<file path="config.mk">
export PLATFORM = sky130hd
export DESIGN_NAME = cdb_arbiter
export DESIGN_NICKNAME = d
export VERILOG_FILES = /design/src/rtl/cdb_arbiter.sv
export SDC_FILE = /design/constraint.sdc
export NUM_CORES = 1
export LEC_CHECK = 0
export CORE_MARGIN = 3
export CORE_UTILIZATION = 50
export CTS_CLUSTER_DIAMETER = 30
export DETAILED_ROUTE_END_ITERATION = 16
export PLACE_DENSITY_LB_ADDON = 0.3
export SKIP_LAST_GASP = 1
export SLEW_MARGIN = 20
export SYNTH_ARGS = -nofsm -noshare
export SYNTH_HDL_FRONTEND = slang
export SYNTH_SLANG_ARGS = --single-unit
export TNS_END_PERCENT = 100
</file>
<file path="constraint.sdc">
create_clock -name clk -period 3.3 [get_ports clk]
set_clock_uncertainty 0.15 [all_clocks]
set_input_delay 0.33 -clock clk [delete_from_list [all_inputs] [get_ports clk]]
set_output_delay 0.33 -clock clk [all_outputs]
set_load 0.005 [all_outputs]
</file>
<file path="src/rtl/cdb_arbiter.sv">
// Common Data Bus arbiter: one-entry holding buffer per result producer, a
// round-robin pick of one buffered result per cycle, and a registered CDB.
`ifndef PHYSICAL_REG_NUM_WIDTH
`define PHYSICAL_REG_NUM_WIDTH 6
`endif
`ifndef REG_VAL_WIDTH
`define REG_VAL_WIDTH 32
`endif
`ifndef ROB_SIZE_WIDTH
`define ROB_SIZE_WIDTH 5
`endif

module cdb_arbiter #(
  parameter int NUM_SRC = 4,
  parameter int SRC_W   = $clog2(NUM_SRC)
) (
  input  logic                                            clk,
  input  logic                                            reset,
  input  logic                                            flush,
  // Handshake: a result transfers on a rising edge where src_valid[i] and
  // src_ready[i] are both 1 and flush is 0; a source seeing src_ready[i]=0
  // keeps its payload stable until the transfer happens.
  input  logic [NUM_SRC-1:0]                              src_valid,
  output logic [NUM_SRC-1:0]                              src_ready,
  input  logic [NUM_SRC-1:0][`PHYSICAL_REG_NUM_WIDTH-1:0] src_register_addr,
  input  logic [NUM_SRC-1:0][`REG_VAL_WIDTH-1:0]          src_register_val,
  input  logic [NUM_SRC-1:0][`ROB_SIZE_WIDTH-1:0]         src_inst_tag,
  output logic                                            cdb_valid,
  output logic [`PHYSICAL_REG_NUM_WIDTH-1:0]              cdb_register_addr,
  output logic [`REG_VAL_WIDTH-1:0]                       cdb_register_val,
  output logic [`ROB_SIZE_WIDTH-1:0]                      cdb_inst_tag,
  output logic [SRC_W-1:0]                                cdb_src_id
);

  logic [NUM_SRC-1:0]                              hold_valid;
  logic [NUM_SRC-1:0][`PHYSICAL_REG_NUM_WIDTH-1:0] hold_addr;
  logic [NUM_SRC-1:0][`REG_VAL_WIDTH-1:0]          hold_val;
  logic [NUM_SRC-1:0][`ROB_SIZE_WIDTH-1:0]         hold_tag;
  logic [SRC_W-1:0]                                rr_ptr;

  logic [NUM_SRC-1:0] grant;
  logic [NUM_SRC-1:0] accept;
  logic [SRC_W-1:0]   win;
  logic [SRC_W-1:0]   rr_next;
  logic               any_grant;

  // Scan hold_valid starting at rr_ptr, wrapping modulo NUM_SRC.
  always_comb begin
    grant     = '0;
    win       = '0;
    any_grant = 1'b0;
    for (int k = 0; k < NUM_SRC; k++) begin
      int idx;
      idx = int'(rr_ptr) + k;
      if (idx >= NUM_SRC) idx = idx - NUM_SRC;
      if (!any_grant && hold_valid[idx]) begin
        any_grant = 1'b1;
        win       = SRC_W'(idx);
      end
    end
    if (any_grant) grant[win] = 1'b1;
  end

  assign rr_next   = (win == SRC_W'(NUM_SRC - 1)) ? '0 : win + 1'b1;
  // A slot being granted this cycle can be refilled on the same edge.
  assign src_ready = ~hold_valid | grant;
  assign accept    = src_valid & src_ready & {NUM_SRC{~flush}};

  always_ff @(posedge clk or negedge reset) begin
    if (!reset) begin
      hold_valid        <= '0;
      hold_addr         <= '0;
      hold_val          <= '0;
      hold_tag          <= '0;
      rr_ptr            <= '0;
      cdb_valid         <= 1'b0;
      cdb_register_addr <= '0;
      cdb_register_val  <= '0;
      cdb_inst_tag      <= '0;
      cdb_src_id        <= '0;
    end else if (flush) begin
      hold_valid <= '0;
      cdb_valid  <= 1'b0;
    end else begin
      cdb_valid <= any_grant;
      if (any_grant) begin
        cdb_register_addr <= hold_addr[win];
        cdb_register_val  <= hold_val[win];
        cdb_inst_tag      <= hold_tag[win];
        cdb_src_id        <= win;
        rr_ptr            <= rr_next;
      end
      for (int i = 0; i < NUM_SRC; i++) begin
        if (accept[i]) begin
          hold_valid[i] <= 1'b1;
          hold_addr[i]  <= src_register_addr[i];
          hold_val[i]   <= src_register_val[i];
          hold_tag[i]   <= src_inst_tag[i];
        end else if (grant[i]) begin
          hold_valid[i] <= 1'b0;
        end
      end
    end
  end

endmodule
</file>
* Word level (Yosys, flattened, before mapping)
Cells that the tools add are included.
** Word-level totals
- Register bits after elaboration :: 224
- Output and inout port bits :: 50
- Logic and storage cells :: 106
** Cells by class
- $add $sub $neg :: 8
- Magnitude comparators :: 10
- Eq/ne operators :: 1
- Mux-type cells :: 44
- Bitwise logic cells :: 5
- Reduce and logical (&&, ||, !) cells :: 16
** Operators by type and width (count)
- $mux W32 :: 5
- $lt A32 B4 Y1 const B :: 4
- $bmux W32 S2 :: 1
- $mux W1 :: 22
- $bmux W6 S2 :: 1
- $reduce_bool A3 Y1 :: 4
- $sub A3 B3 Y4 const B :: 3
- $bmux W5 S2 :: 1
- $mux W2 :: 5
- $reduce_and A2 Y1 :: 5
- $ge A3 B3 Y1 const B :: 3
- $and A4 B4 Y4 :: 2
- $bmux W1 S2 :: 4
- $mux W4 :: 2
- $add A2 B2 Y3 const B :: 2
- $mux W6 :: 1
- $mux W5 :: 1
- $logic_and A1 B1 Y1 :: 4
- $not A4 Y4 :: 1
- $or A4 B4 Y4 :: 1
- $sub A2 B3 Y4 const B :: 1
- $add A2 B1 Y3 const B :: 1
- $ge A2 B3 Y1 const B :: 1
- $logic_not A1 Y1 :: 3
- other kinds (6) :: 6

* Longest topological paths before layout
Gate-level depths: netlist of run 1.
- Word-level depth :: 25
- Depth in mapped cells :: 12

* Least setup slack after synthesis of run 1
No wires, ideal clock.
- Path kind :: flip-flop to flip-flop
- Start point :: register hold_valid[0]
- End point :: register hold_addr[21] (netlist bit)
- Setup time :: 0.125 ns
- Arrival time :: 2.437 ns
- Required time :: 3.025 ns
- Slack :: 0.588 ns
- Stages on the path, launching flop included :: 12
- Path buffers :: 3
- Period minus slack after synthesis :: 2.712 ns
- Path through :: dfrtp_1 -> nor2b_1 -> a211oi_1 -> o22ai_1 -> buf_4 -> buf_4 -> inv_1 -> ha_1 -> nor2b_1 -> nor3b_2 -> buf_2 -> mux2_2
** On the way
- Word-level cells in the longest chain between the ends :: 22
- Elaborated cells between the ends (all ways) :: 36
- Those cells by class :: order compare: 2; mux: 23; bitwise: 3; reduce/logical: 8
** Ends and longest elaborated chain
- from (decl) :: line 35 : logic [NUM_SRC-1:0] hold_valid;
- from (signal assigned) :: line 71 : hold_valid <= '0;
- from (signal assigned) :: line 82 : hold_valid <= '0;
- from (signal, indexed assignment) :: line 95 : hold_valid[i] <= 1'b1;
- $bmux W1 S2 :: line 56 : if (!any_grant && hold_valid[idx]) begin
- $mux W1 (not written as such) (2 in a row) :: line 56
- $mux W1 :: line 56
- $logic_not A1 Y1 :: line 56
- $logic_and A1 B1 Y1 :: line 56
- $mux W1 :: line 56
- $logic_not A1 Y1 :: line 56
- $logic_and A1 B1 Y1 :: line 56
- (+4 left out)
- $lt A2 B3 Y1 (not written as such) / $ge A2 B1 Y1 (equally long branches) :: line 61 : if (any_grant) grant[win] = 1'b1;
- $logic_and A1 B1 Y1 (not written as such) :: line 61
- $mux W1 (not written as such) :: line 61
- $demux W1 S2 :: line 61
- $mux W4 (*) :: line 61
- $or A4 B4 Y4 (*) :: line 66 : assign src_ready = ~hold_valid | grant;
- $and A4 B4 Y4 (*) (2 in a row) :: line 67 : assign accept = src_valid & src_ready & {NUM_SRC{~flush}};
- $reduce_and A2 Y1 (no source line) (*)
- to (signal, indexed assignment) :: line 96 : hold_addr[i] <= src_register_addr[i];
- to (decl) :: line 36 : logic [NUM_SRC-1:0][`PHYSICAL_REG_NUM_WIDTH-1:0] hold_addr;
Mark *: on every way between the ends. The rest lies on a longest branch, timed or not. The select of a mux whose other input is x is not followed.
A chain may end at the register's enable or synchronous reset.

* Worst setup path after layout of run 1
- Start point :: register hold_valid[0]
- End point :: output src_ready[3]
** On the way
- Word-level cells in the longest chain between the ends :: 19
- Elaborated cells between the ends (all ways) :: 33
- Those cells by class :: order compare: 2; mux: 23; bitwise: 1; reduce/logical: 7
** Ends and longest elaborated chain
- $bmux W1 S2 :: line 56
- $mux W1 (not written as such) (2 in a row) :: line 56
- $mux W1 :: line 56
- $logic_not A1 Y1 :: line 56
- $logic_and A1 B1 Y1 :: line 56
- $mux W1 :: line 56
- $logic_not A1 Y1 :: line 56
- $logic_and A1 B1 Y1 :: line 56
- (+2 left out)
- $logic_and A1 B1 Y1 :: line 56
- $mux W2 :: line 56
- $lt A2 B3 Y1 (not written as such) / $ge A2 B1 Y1 (equally long branches) :: line 61
- $logic_and A1 B1 Y1 (not written as such) :: line 61
- $mux W1 (not written as such) :: line 61
- $demux W1 S2 :: line 61
- $mux W4 (*) :: line 61
- $or A4 B4 Y4 (*) :: line 66
- to (decl) :: line 24 : output logic [NUM_SRC-1:0] src_ready,
Marked as above.

==> key figures, run 1 <==
Logic synthesis
  • Synthesized area: 9389 um2
  • Top cell type by total area after synthesis: dfrtp_1
  • Compound-cell area share of the yosys netlist: 8.249%
  • Synth top area share: 59.70%
  • Most frequent cell after synthesis: dfrtp_1
  • Main combinational cell family by area after synthesis: multiplexers
  • Commonest cells in the netlist: dfrtp_1, mux2_2, nor2_1
  • Post-synthesis sequential area ratio: 59.70%
  • Mux contribution to synthesized area: 25.21%
  • Syn Inst Count: 671
  • FF+latch count, synth: 224
  • Post-Synth Adder-Cell Area: 0.1333%
  • Number of synthesized flops with an enable pin: 0
  • Syn nets: 851
  • Area share of xor/xnor cells in the synthesized design: 0%
  • Synth Area per Inst: 13.99 um2
  • Asr flop ratio synth: 100.0%
  • Synth Flop Type: dfrtp_1
  • YS warnings: 0
  • Unique masters post-synth: 33
  • Top post-synthesis cells by area: dfrtp_1, mux2_2, mux2i_1
  • Simple logic cell fraction of the synthesized area: 3.638%

Floorplan
  • Die width: 143.0 um
  • I/O pins: 229
  • Core area: 18210 um2
  • Starting Density: 51.56%
  • Die Footprint: 20460 um2
  • Row count: 49
  • Die height: 143.0 um

STA
  • Setup tns final: 0 ns
  • Final Critical Period: 3.149 ns
  • Final hold violations: 0
  • Period Utilization, post-route: 95.43%
  • Max Clk Rate: 0.3175 GHz
  • Slew headroom: 29.07%
  • Final setup violation count: 0
  • Slew Limit Fails: 0
  • RSZ-0062 raised after global routing: no
  • Final hold slack: 0.2705 ns
  • Slew @ Worst Pin: 1.060 ns

Power and ir drop
  • Clock power frac: 42.0%
  • Comb power frac: 21.7%
  • P_sw: 2.990 mW
  • VDD IR max: 0.0004430 V
  • LEAKAGE: 5.731 nW
  • Sequential Power Share: 36.3%
  • PD cells: 797.0 nW/um2
  • Switching share of power: 27.83%
  • Pint: 7.754 mW

Route
  • Pre-Repair DR Iteration Count: 5
  • Post-route ant nets: 0
  • 1st-iter DRT viols: 352
  • Vias per inst: 5.787
  • Overall routed net length: 26.62 mm
  • Total number of vias: 6875
  • DR DRC count: 0
  • Wire per inst: 22.41 um

Placed design
  • Port Buffers: 228
  • Placer Congestion: 0.7616
  • DPL Wire Length: 16.64 mm
  • Placed Area: 11920 um2

Setup path
  • CP Buf/Inv Count: 3
  • Worst Setup End Kind: output pin
  • Startpoint types: flip-flop
  • CP Class: flip-flop to output pin
  • Cells along the critical path: nor2b_1, a211oi_2, o22ai_4, inv_1, ha_1, nor2b_1, inv_1, clkdlybuf4s50_1
  • Worst endpoint data arrival time: 2.67 ns
  • Slowest cell delay on critical path: 0.49 ns
  • CP Max Fanout: 8
  • Crit-path leading delay family: buffers and inverters
  • Worst EP required: 2.82 ns
  • CP max-delay cell: dfrtp_1

Clock network
  • TritonCTS clock tree: yes
  • Clk_lat worst skew: 0.52 ns
  • Htree depth: 2
  • Total CTS buffers: 46
  • Clk buf depth: 3
  • Setup bufs post-CTS: 0
  • Clock Pin Slew Worst Setup and Hold Paths: 0.05 ns
  • CTS root buf: clkbuf_16
  • Clock sink count: 224

Outcome
  • Status: finished clean

Global routing
  • Initial antenna violation count: 0
  • First-pass GRT wire length: 41.64 mm
  • GRT Residual Overflow: 0
  • Number of global-route vias before repair: 7728
  • GRT Util Overall: 26.21%
  • Largest net degree at the start of global routing: 111

Layout
  • Final core utilization: 74.03%
  • P&R area growth vs syn: 43.56%
  • Nets@finish: 1101
  • Cell area after layout: 13480 um2
  • Layout cells sized above 1: 29.75%

Hold path
  • Worst min path class: primary input to flip-flop

Job
  • Max-cap violations: 0
==> metrics by stage <==
step           instances  worst slack [ns]  power [mW]
6_report            1188            0.1507       10.74
5_1_grt             1187          0.005518       11.21
4_1_cts             1187            0.1427       10.81
3_5_place_dp        1101            0.5322       6.223
3_3_place_gp        1101            0.6905       6.080
2_1_floorplan        671            0.5883       5.084
==> power groups by stage <==
stage / combinational, mW / clock (mW) / sequential [mW]
after detailed placement: 2.31 / 0 / 3.91
after global routing: 2.52 / 4.71 / 3.98
final: 2.33 / 4.51 / 3.90
after CTS: 2.35 / 4.57 / 3.90
after global placement: 2.22 / 0 / 3.86
after floorplan: 1.29 / 0 / 3.80
==> sequential cells by signal (all words and copies together) (netlist names) <==
signal / cells
cdb_src_id: 2
hold_tag: 20
cdb_register_val: 32
cdb_register_addr: 6
hold_valid: 4
cdb_inst_tag: 5
hold_addr: 24
cdb_valid: 1
rr_ptr: 2
hold_val: 128
==> cells by family after synthesis <==
family / count (synthesis)
buffers and inverters: 54
adder cells (fa/ha/maj): 1
AND/OR/NAND/NOR: 72
multiplexers: 215
AO/OA/AOI/OAI: 105
flip-flops: 224
==> worst register-to-register path: stages, from the launching register on <==
cell and delay, ns:
dfrtp_1 0.52, inv_1 0.16, nor3b_1 0.36, o22ai_4 0.13, inv_1 0.10, ha_1 0.18, nor2b_1 0.10, nor3b_4 0.23
buf_12 0.32, mux2_2 0.40
==> layout make-up <==
cell class	instances	area, um2
diodes	1	2.502
clock buffers	51	1200
clock inverters	34	344.1
fillers	1106	4730
inverters	8	30.03
multi-input cells	393	3533
flip-flops and latches	224	5605
well taps	229	286.5
repair buffers	248	2477
==> routing by layer <==
layer | track usage (%) | up-vias | share of wire [%] | routed length, um
met4 | 7.104 | 0 | 1.9 | 509
met3 | 7.468 | 45 | 8.1 | 2149
li1 | - | 3001 | - | -
met1 | 33.29 | 3525 | 41 | 10810
met5 | 0 | - | 0 | 0
met2 | 44.36 | 304 | 49 | 13150
==> worst paths after layout <==
| path | cells after the start | start | end | slack (ns) |
|---|---|---|---|---|
| worst max register to register | 9 | rr_ptr[1] | hold_val[116] | 0.53 |
| worst min-delay path | 2 | src_inst_tag[14] | hold_tag[14] | 0.27 |
| worst max-delay path | 8 | hold_valid[0] | src_ready[3] | 0.15 |
| min in group asynchronous | 2 | reset | hold_tag[10] | 0.33 |
| max in group asynchronous | 3 | reset | hold_val[79] | 1.68 |
| worst min register to register | 1 | hold_addr[0] | hold_addr[0] | 0.35 |
==> what timing repair did <==
| action | CTS | global route |
|---|---|---|
| endpoints found under the setup margin | 0 | 1 |
| hold buffers | 1 | 0 |
| hold endpoints to repair | 107 | 0 |
| resized for setup | 0 | 1 |
==> placed cells by master, fill, tap and decap left out, types with 2 or more instances in the layout <==
cell             netlist  routed
clkbuf_1              20       2
clkbuf_8               0       3
inv_1                  8       7
nand2_1                7       5
o21ai_0                4       4
inv_6                  0       7
mux2_1                 5       5
clkinv_4               0       2
clkbuf_16              0      46
clkdlybuf4s50_1        0     227
a21oi_1                6       6
nand2b_1               2       2
dfrtp_1              224     224
clkinvlp_4             0       9
mux2_2               167     167
a221oi_1              43      43
bufinv_16              0       4
nor2_1                52      52
buf_12                 0       3
buf_4                  9      16
nand2_2                0       2
clkinv_2               0      10
o22ai_1               45      44
nor2b_1                3       3
mux2i_1               43      43
nor3b_4                2       3
No activity file was read; power rests on OpenSTA's default activity.
==> inputs of run 2 (changes only) <==
ABC_AREA = 1   (was unset)
CORE_MARGIN = 8   (was 3)
CORE_UTILIZATION = 51   (was 50)
GPL_ROUTABILITY_DRIVEN = 1   (was unset)
==> key figures, run 2 <==
Outcome
  • Status: finished clean

Logic synthesis
  • Most frequent cell after synthesis: nand2_1
  • Commonest cells in the netlist: nand2_1, dfrtp_1, nand3_1
  • Synth Area per Inst: 7.628 um2 (-45%)
  • Syn nets: 1578 (+85%)
  • Top post-synthesis cells by area: dfrtp_1, nand2_1, nand3_1
  • Simple logic cell fraction of the synthesized area: 37.36% (+34 points)
  • Main combinational cell family by area after synthesis: simple AND/OR/NAND/NOR gates
  • Mux contribution to synthesized area: 0% (-25 points)
  • Syn Inst Count: 1398 (+110%)
  • Post-Synth Adder-Cell Area: 0.1173% (-0.016 points)
  • Post-synthesis sequential area ratio: 52.56% (-7.1 points)
  • Top cell type by total area after synthesis: dfrtp_1
  • Unique masters post-synth: 24 (-27%)
  • FF+latch count, synth: 224 (unchanged)
  • Synth Flop Type: dfrtp_1
  • YS warnings: 0 (unchanged)
  • Synthesized area: 10660 um2 (+14%)
  • Asr flop ratio synth: 100.0% (unchanged)
  • Compound-cell area share of the yosys netlist: 2.710% (-5.5 points)
  • Number of synthesized flops with an enable pin: 0 (unchanged)
  • Area share of xor/xnor cells in the synthesized design: 0% (unchanged)
  • Synth top area share: 52.56% (-7.1 points)

Layout
  • Biggest register: hold_val
  • Cell area after layout: 14910 um2 (+11%)
  • Commonest cells after routing, fill and taps aside: nand2_1, clkdlybuf4s50_1, dfrtp_1
  • P&R area growth vs syn: 39.85%
  • Number of flip-flops under the largest register name: 128 (unchanged)
  • Ant diodes: 0 (-1)
  • Most common cell after layout, fill and taps aside: nand2_1
  • Layout cells sized above 1: 7.976% (-22 points)
  • Nets@finish: 1802 (+64%)
  • Largest registers: hold_val (128), cdb_register_val (32), hold_addr (24)

Clock network
  • Clk buf depth: 3 (unchanged)
  • Clock Pin Slew Worst Setup and Hold Paths: 0.04 ns (about the same)
  • Total CTS buffers: 47 (+2.2%)
  • Htree depth: 2 (unchanged)
  • TritonCTS clock tree: yes
  • Clk_lat worst skew: 0.52 ns (about the same)
  • Clock sink count: 224 (unchanged)
  • CTS root buf: clkbuf_16

Setup path
  • CP Class: flip-flop to output pin
  • Worst EP required: 2.82 ns (about the same)
  • Worst endpoint data arrival time: 2.67 ns (about the same)
  • CP max-delay cell: clkdlybuf4s50_1
  • Slowest cell delay on critical path: 0.51 ns (+0.02 ns)
  • Cells along the critical path: buf_4, nand2_1, nand2_1, nand2_1, nand2_1, nand2_1, nand2_1, nor2_2, nand2_4, nand2_4, nand2_1, nand2_2, clkdlybuf4s50_1
  • Worst Setup End Kind: output pin
  • Most Frequent Cell on Critical Path: nand2_1
  • Startpoint types: flip-flop
  • CP Max Fanout: 13 (+5)

STA
  • Final setup violation count: 0 (unchanged)
  • Slew Limit Fails: 0 (unchanged)
  • Slew headroom: 42.20% (+13 points)
  • RSZ-0062 raised after global routing: no
  • Slew @ Worst Pin: 0.8640 ns (-0.1962 ns)
  • Max Clk Rate: 0.3177 GHz (about the same)
  • Final hold violations: 0 (unchanged)
  • Period Utilization, post-route: 95.39% (about the same)
  • Final hold slack: 0.2183 ns (-0.05222 ns)
  • Final Critical Period: 3.148 ns (-0.001462 ns)
  • Setup tns final: 0 ns (unchanged)

Route
  • Vias per inst: 5.202 (-10%)
  • Pre-Repair DR Iteration Count: 5 (unchanged)
  • Wire per inst: 17.09 um (-24%)
  • Post-route ant nets: 0 (unchanged)
  • DR DRC count: 0 (unchanged)
  • Total number of vias: 10039 (+46%)
  • 1st-iter DRT viols: 896 (+150%)
  • Overall routed net length: 32.98 mm (+24%)

Placed design
  • Placer Congestion: 0.8653 (+14%)
  • DPL Wire Length: 22.19 mm (+33%)
  • Port Buffers: 228 (unchanged)
  • Placed Area: 13230 um2 (+11%)

Floorplan
  • Row count: 53 (+8.2%)
  • Die height: 160.6 um (+12%)
  • Core area: 20760 um2 (+14%)
  • Starting Density: 51.38% (-0.19 points)
  • Die Footprint: 25790 um2 (+26%)
  • Die width: 160.6 um (+12%)
  • I/O pins: 229 (unchanged)

Global routing
  • Number of global-route vias before repair: 10103 (+31%)
  • Initial antenna violation count: 0 (unchanged)
  • First-pass GRT wire length: 52.76 mm (+27%)
  • GRT Util Overall: 25.15% (-1.1 points)
  • GRT Residual Overflow: 0 (unchanged)
  • Largest net degree at the start of global routing: 99 (-11%)

Hold path
  • Worst min path class: primary input to flip-flop

Power and ir drop
  • Switching share of power: 40.18% (+12 points)
  • VDD IR max: 0.0006451 V (+46%)
  • LEAKAGE: 7.729 nW (+35%)
  • PD cells: 1121 nW/um2 (+41%)
  • Tot Pwr: 16.72 mW (+56%)
  • P_sw: 6.717 mW (+120%)
  • Pint: 9.999 mW (+29%)
  • Comb power frac: 43.4% (+22 points)
  • Sequential Power Share: 27.8% (-8.5 points)
  • Clock power frac: 28.8% (-13 points)

Job
  • Max-cap violations: 0 (unchanged)
[run 2: cell types whose count changed after synthesis, sizes merged, moves of 42 or more]
cell	previous run	this run
nand2	7	613
nand3	1	222
mux2	172	0
inv	8	102
o22ai	45	1
a221oi	43	0
mux2i	43	0
nand3b	1	43
[run 2: routing by layer]
| metal | share of wire [%] | vias up | global-route usage, % |
|---|---|---|---|
| li1 | - | 4841 | - |
| met1 | 44 | 4688 | 34.83 |
| met4 | 2.3 | 0 | 7.859 |
| met5 | 0 | - | 0 |
| met3 | 7.6 | 59 | 5.580 |
| met2 | 46 | 451 | 38.74 |
[run 2: worst paths after layout]
check | startpoint | endpoint | slack, ns | cells after the start
min | src_register_val[40] | hold_val[40] | 0.22 | 3
min reg2reg | hold_val[67] | hold_val[67] | 0.31 | 2
max reg2reg | rr_ptr[0] | hold_val[68] | 0.39 | 13
min in group asynchronous | reset | hold_val[27] | 0.29 | 2
max | rr_ptr[0] | src_ready[1] | 0.15 | 13
max in group asynchronous | reset | cdb_register_val[17] | 1.83 | 3
[run 2: cell type report]
cell class | count | area (um2)
fill | 1646 | 5843
sequential | 224 | 5607
multi-input combinational | 986 | 4320
timing repair buffer | 261 | 2618
clock buffer | 59 | 1303
inverter | 102 | 385.4
tap | 275 | 344.1
clock inverter | 23 | 336.6
[run 2: cell families after synthesis]
family,after synthesis
fa+ha+maj,1
buf+inv,188
simple gates,931
flops,224
compound gates,54
[run 2: metrics by stage]
stage	std cells	setup slack, ns	util (%)
CTS	1928	0.03150	71.73
global placement	1844	0.3719	63.74
detailed placement	1844	0.3715	63.74
global route	1930	0.01938	71.85
floorplan	1398	0.3381	-
finish	1930	0.1521	71.85
[run 2: worst max-delay path, delay by kind of cell (launching register included)]
kind                   cells  cell delay (ns)
buffers and inverters      2             0.67
DFF                        1             0.46
and+or+nand+nor           11             1.00
[run 2: power by group through the flow]
stage          clock, mW  combinational [mW]  sequential, mW
6_report            4.82                7.25            4.65
3_5_place_dp           0                7.07            4.65
2_1_floorplan          0                4.71            4.53
4_1_cts             4.87                7.19            4.64
3_3_place_gp           0                6.97            4.60
5_1_grt             5.01                8.09            4.78
[run 2: what timing repair did]
action	in CTS	in global routing
endpoints found under the hold margin	95	0
setup endpoints to repair	3	2
pin swaps	0	2
setup buffers	1	2
hold buffers	1	0
resized for setup	3	3
==> inputs of run 3 (changes only) <==
CORE_UTILIZATION = 55   (was 51)
CTS_CLUSTER_SIZE = 8   (was unset)
clock period = 3.9 ns   (was 3.3 ns; I/O delays follow)
==> key figures, run 3 (synthesis results as in run 2) <==
Floorplan
  • Starting Density: 55.34% (+4.0 points)
  • Core area: 19270 um2 (-7.2%)
  • I/O pins: 229 (unchanged)
  • Row count: 51 (-3.8%)
  • Die Footprint: 24100 um2 (-6.6%)
  • Die width: 155.2 um (-3.3%)
  • Die height: 155.2 um (-3.3%)

STA
  • Final setup violation count: 0 (unchanged)
  • Final Critical Period: 3.539 ns
  • Setup tns final: 0 ns (unchanged)
  • Worst setup margin: 0.3610 ns (+0.2088 ns)
  • Slew @ Worst Pin: 0.8779 ns (+0.01388 ns)
  • Slew Limit Fails: 0 (unchanged)
  • RSZ-0062 raised after global routing: no
  • Period Utilization, post-route: 90.74%
  • Final hold violations: 0 (unchanged)
  • Max Clk Rate: 0.2826 GHz
  • Slew headroom: 41.27% (-0.93 points)

Power and ir drop
  • PD cells: 933.5 nW/um2 (-17%)
  • VDD IR max: 0.0006032 V (-6.5%)
  • Tot Pwr: 13.63 mW (-18%)
  • LEAKAGE: 7.568 nW (-2.1%)

Layout
  • Number of flip-flops under the largest register name: 128 (unchanged)
  • Fill cells: 1422 (-14%)
  • Most common cell after layout, fill and taps aside: nand2_1
  • P&R area growth vs syn: 36.92%
  • Layout cells sized above 1: 6.548% (-1.4 points)
  • Biggest register: hold_val
  • Commonest cells after routing, fill and taps aside: nand2_1, clkdlybuf4s50_1, dfrtp_1
  • Largest registers: hold_val (128), cdb_register_val (32), hold_addr (24)
  • Fin cells: 1899 (-1.6%)
  • Nets@finish: 1785 (-0.94%)
  • Ant diodes: 0 (unchanged)

Setup path
  • Reg2reg start: rr_ptr[0]
  • Most Frequent Cell on Critical Path: nand2_1
  • Cells along the critical path: inv_2, nand2_1, nand3_1, inv_1, a31oi_1, nand2_1, nor2_4, nand4_1, nand2_2, clkdlybuf4s50_1
  • Worst Setup End Kind: output pin
  • Worst endpoint data arrival time: 3.00 ns (+0.33 ns)
  • CP max-delay cell: clkdlybuf4s50_1
  • Startpoint types: flip-flop
  • CP Class: flip-flop to output pin
  • CP Max Fanout: 14 (+1)
  • Slowest cell delay on critical path: 0.61 ns (+0.10 ns)
  • Critical Path Start: rr_ptr[0]
  • Worst EP required: 3.36 ns (+0.54 ns)

Placed design
  • Port Buffers: 228 (unchanged)
  • Placer Congestion: 0.8903 (+2.9%)
  • Worst slack at placement: 0.7794 ns (+0.4079 ns)
  • DPL Wire Length: 21.36 mm (-3.7%)
  • Number of placed instances, taps included: 1825 (-1.0%)

Route
  • Total number of vias: 10105 (+0.66%)
  • Post-route ant nets: 0 (unchanged)
  • Pre-Repair DR Iteration Count: 5 (unchanged)
  • Overall routed net length: 31.79 mm (-3.6%)
  • DR DRC count: 0 (unchanged)
  • 1st-iter DRT viols: 796 (-11%)
  • Vias per inst: 5.321 (+2.3%)
  • Wire per inst: 16.74 um (-2.0%)

Global routing
  • Largest net degree at the start of global routing: 87 (-12%)
  • GRT Residual Overflow: 0 (unchanged)
  • GRT Util Overall: 26.39% (+1.2 points)
  • Initial antenna violation count: 0 (unchanged)
  • Number of global-route vias before repair: 10046 (-0.56%)
  • First-pass GRT wire length: 51.28 mm (-2.8%)

Outcome
  • Status: finished clean

Clock network
  • Total CTS buffers: 42 (-11%)
  • Clock Pin Slew Worst Setup and Hold Paths: 0.04 ns (about the same)
  • Clock sink count: 224 (unchanged)
  • Htree depth: 2 (unchanged)
  • Clk_lat worst skew: 0.51 ns (about the same)
  • TritonCTS clock tree: yes
  • CTS root buf: clkbuf_16
  • Clk buf depth: 3 (unchanged)

Hold path
  • Worst min path class: primary input to async pin

Job
  • Max-cap violations: 0 (unchanged)
run 3: cell types whose count changed in the layout (fill, tap and decap cells not counted), moves of 2 or more:
cell             delta
clkinv_2            -7
buf_4               -8
clkbuf_16           -5
clkbuf_8            +3
clkbuf_1            +3
buf_12              -3
clkdlybuf4s50_1     +2
run 3: critical path: cells and delay by family (launching register included):
kind	cells	cell delay, ns
and+or+nand+nor	6	1.06
buffers and inverters	3	0.83
DFF	1	0.48
AOI/OAI and AO/OA	1	0.12
run 3: routing by layer:
| metal | GRT usage [%] | share of wire, % |
|---|---|---|
| met1 | 36.82 | 43 |
| met2 | 39.13 | 45 |
| met3 | 6.186 | 9.3 |
| met4 | 10.77 | 3.3 |
| met5 | 0 | 0 |
run 3: what timing repair did:
action | CTS | global route
hold buffers | 1 | 0
resized for setup | 0 | 1
buffers inserted | 0 | 0
hold endpoints to repair | 44 | 0
setup endpoints to repair | 0 | 1
run 3: area by class of cell:
type / count / area, um2 / area share, %
multi-input combinational: 986 / 4318 / 29.57
inverter: 102 / 382.9 / 2.622
tap: 265 / 331.6 / 2.271
timing repair buffer: 249 / 2485 / 17.02
clock inverter: 13 / 247.7 / 1.697
clock buffer: 60 / 1230 / 8.423
sequential: 224 / 5607 / 38.40
run 3: path summary, 6_finish.rpt:
check,slack (ns),to,depth (start not counted)
min in group clk,0.29,hold_val[44],3
max,0.36,src_ready[0],10
max in group asynchronous,2.38,cdb_register_val[6],3
min,0.23,hold_val[57],2
max reg2reg,0.82,cdb_register_val[22],14
min reg2reg,0.31,hold_val[87],2
run 3: per-stage QoR:
stage | cell area [um2] | hold slack (ns) | utilization [%]
floorplan | 10660 | -0.05559 | -
global placement | 13110 | 0.1610 | 68.04
detailed placement | 13110 | 0.1631 | 68.04
CTS | 14600 | 0.2389 | 75.76
global route | 14600 | 0.2539 | 75.77
finish | 14600 | 0.2301 | 75.77
run 3: power by group:
group          total (mW)  switching, mW  internal [mW]  leakage [nW]
clock network        3.75           1.12           2.63         0.727
registers            3.95          0.546           3.41          2.72
logic                5.93           3.86           2.07          4.12
total                13.6           5.53           8.10          7.57
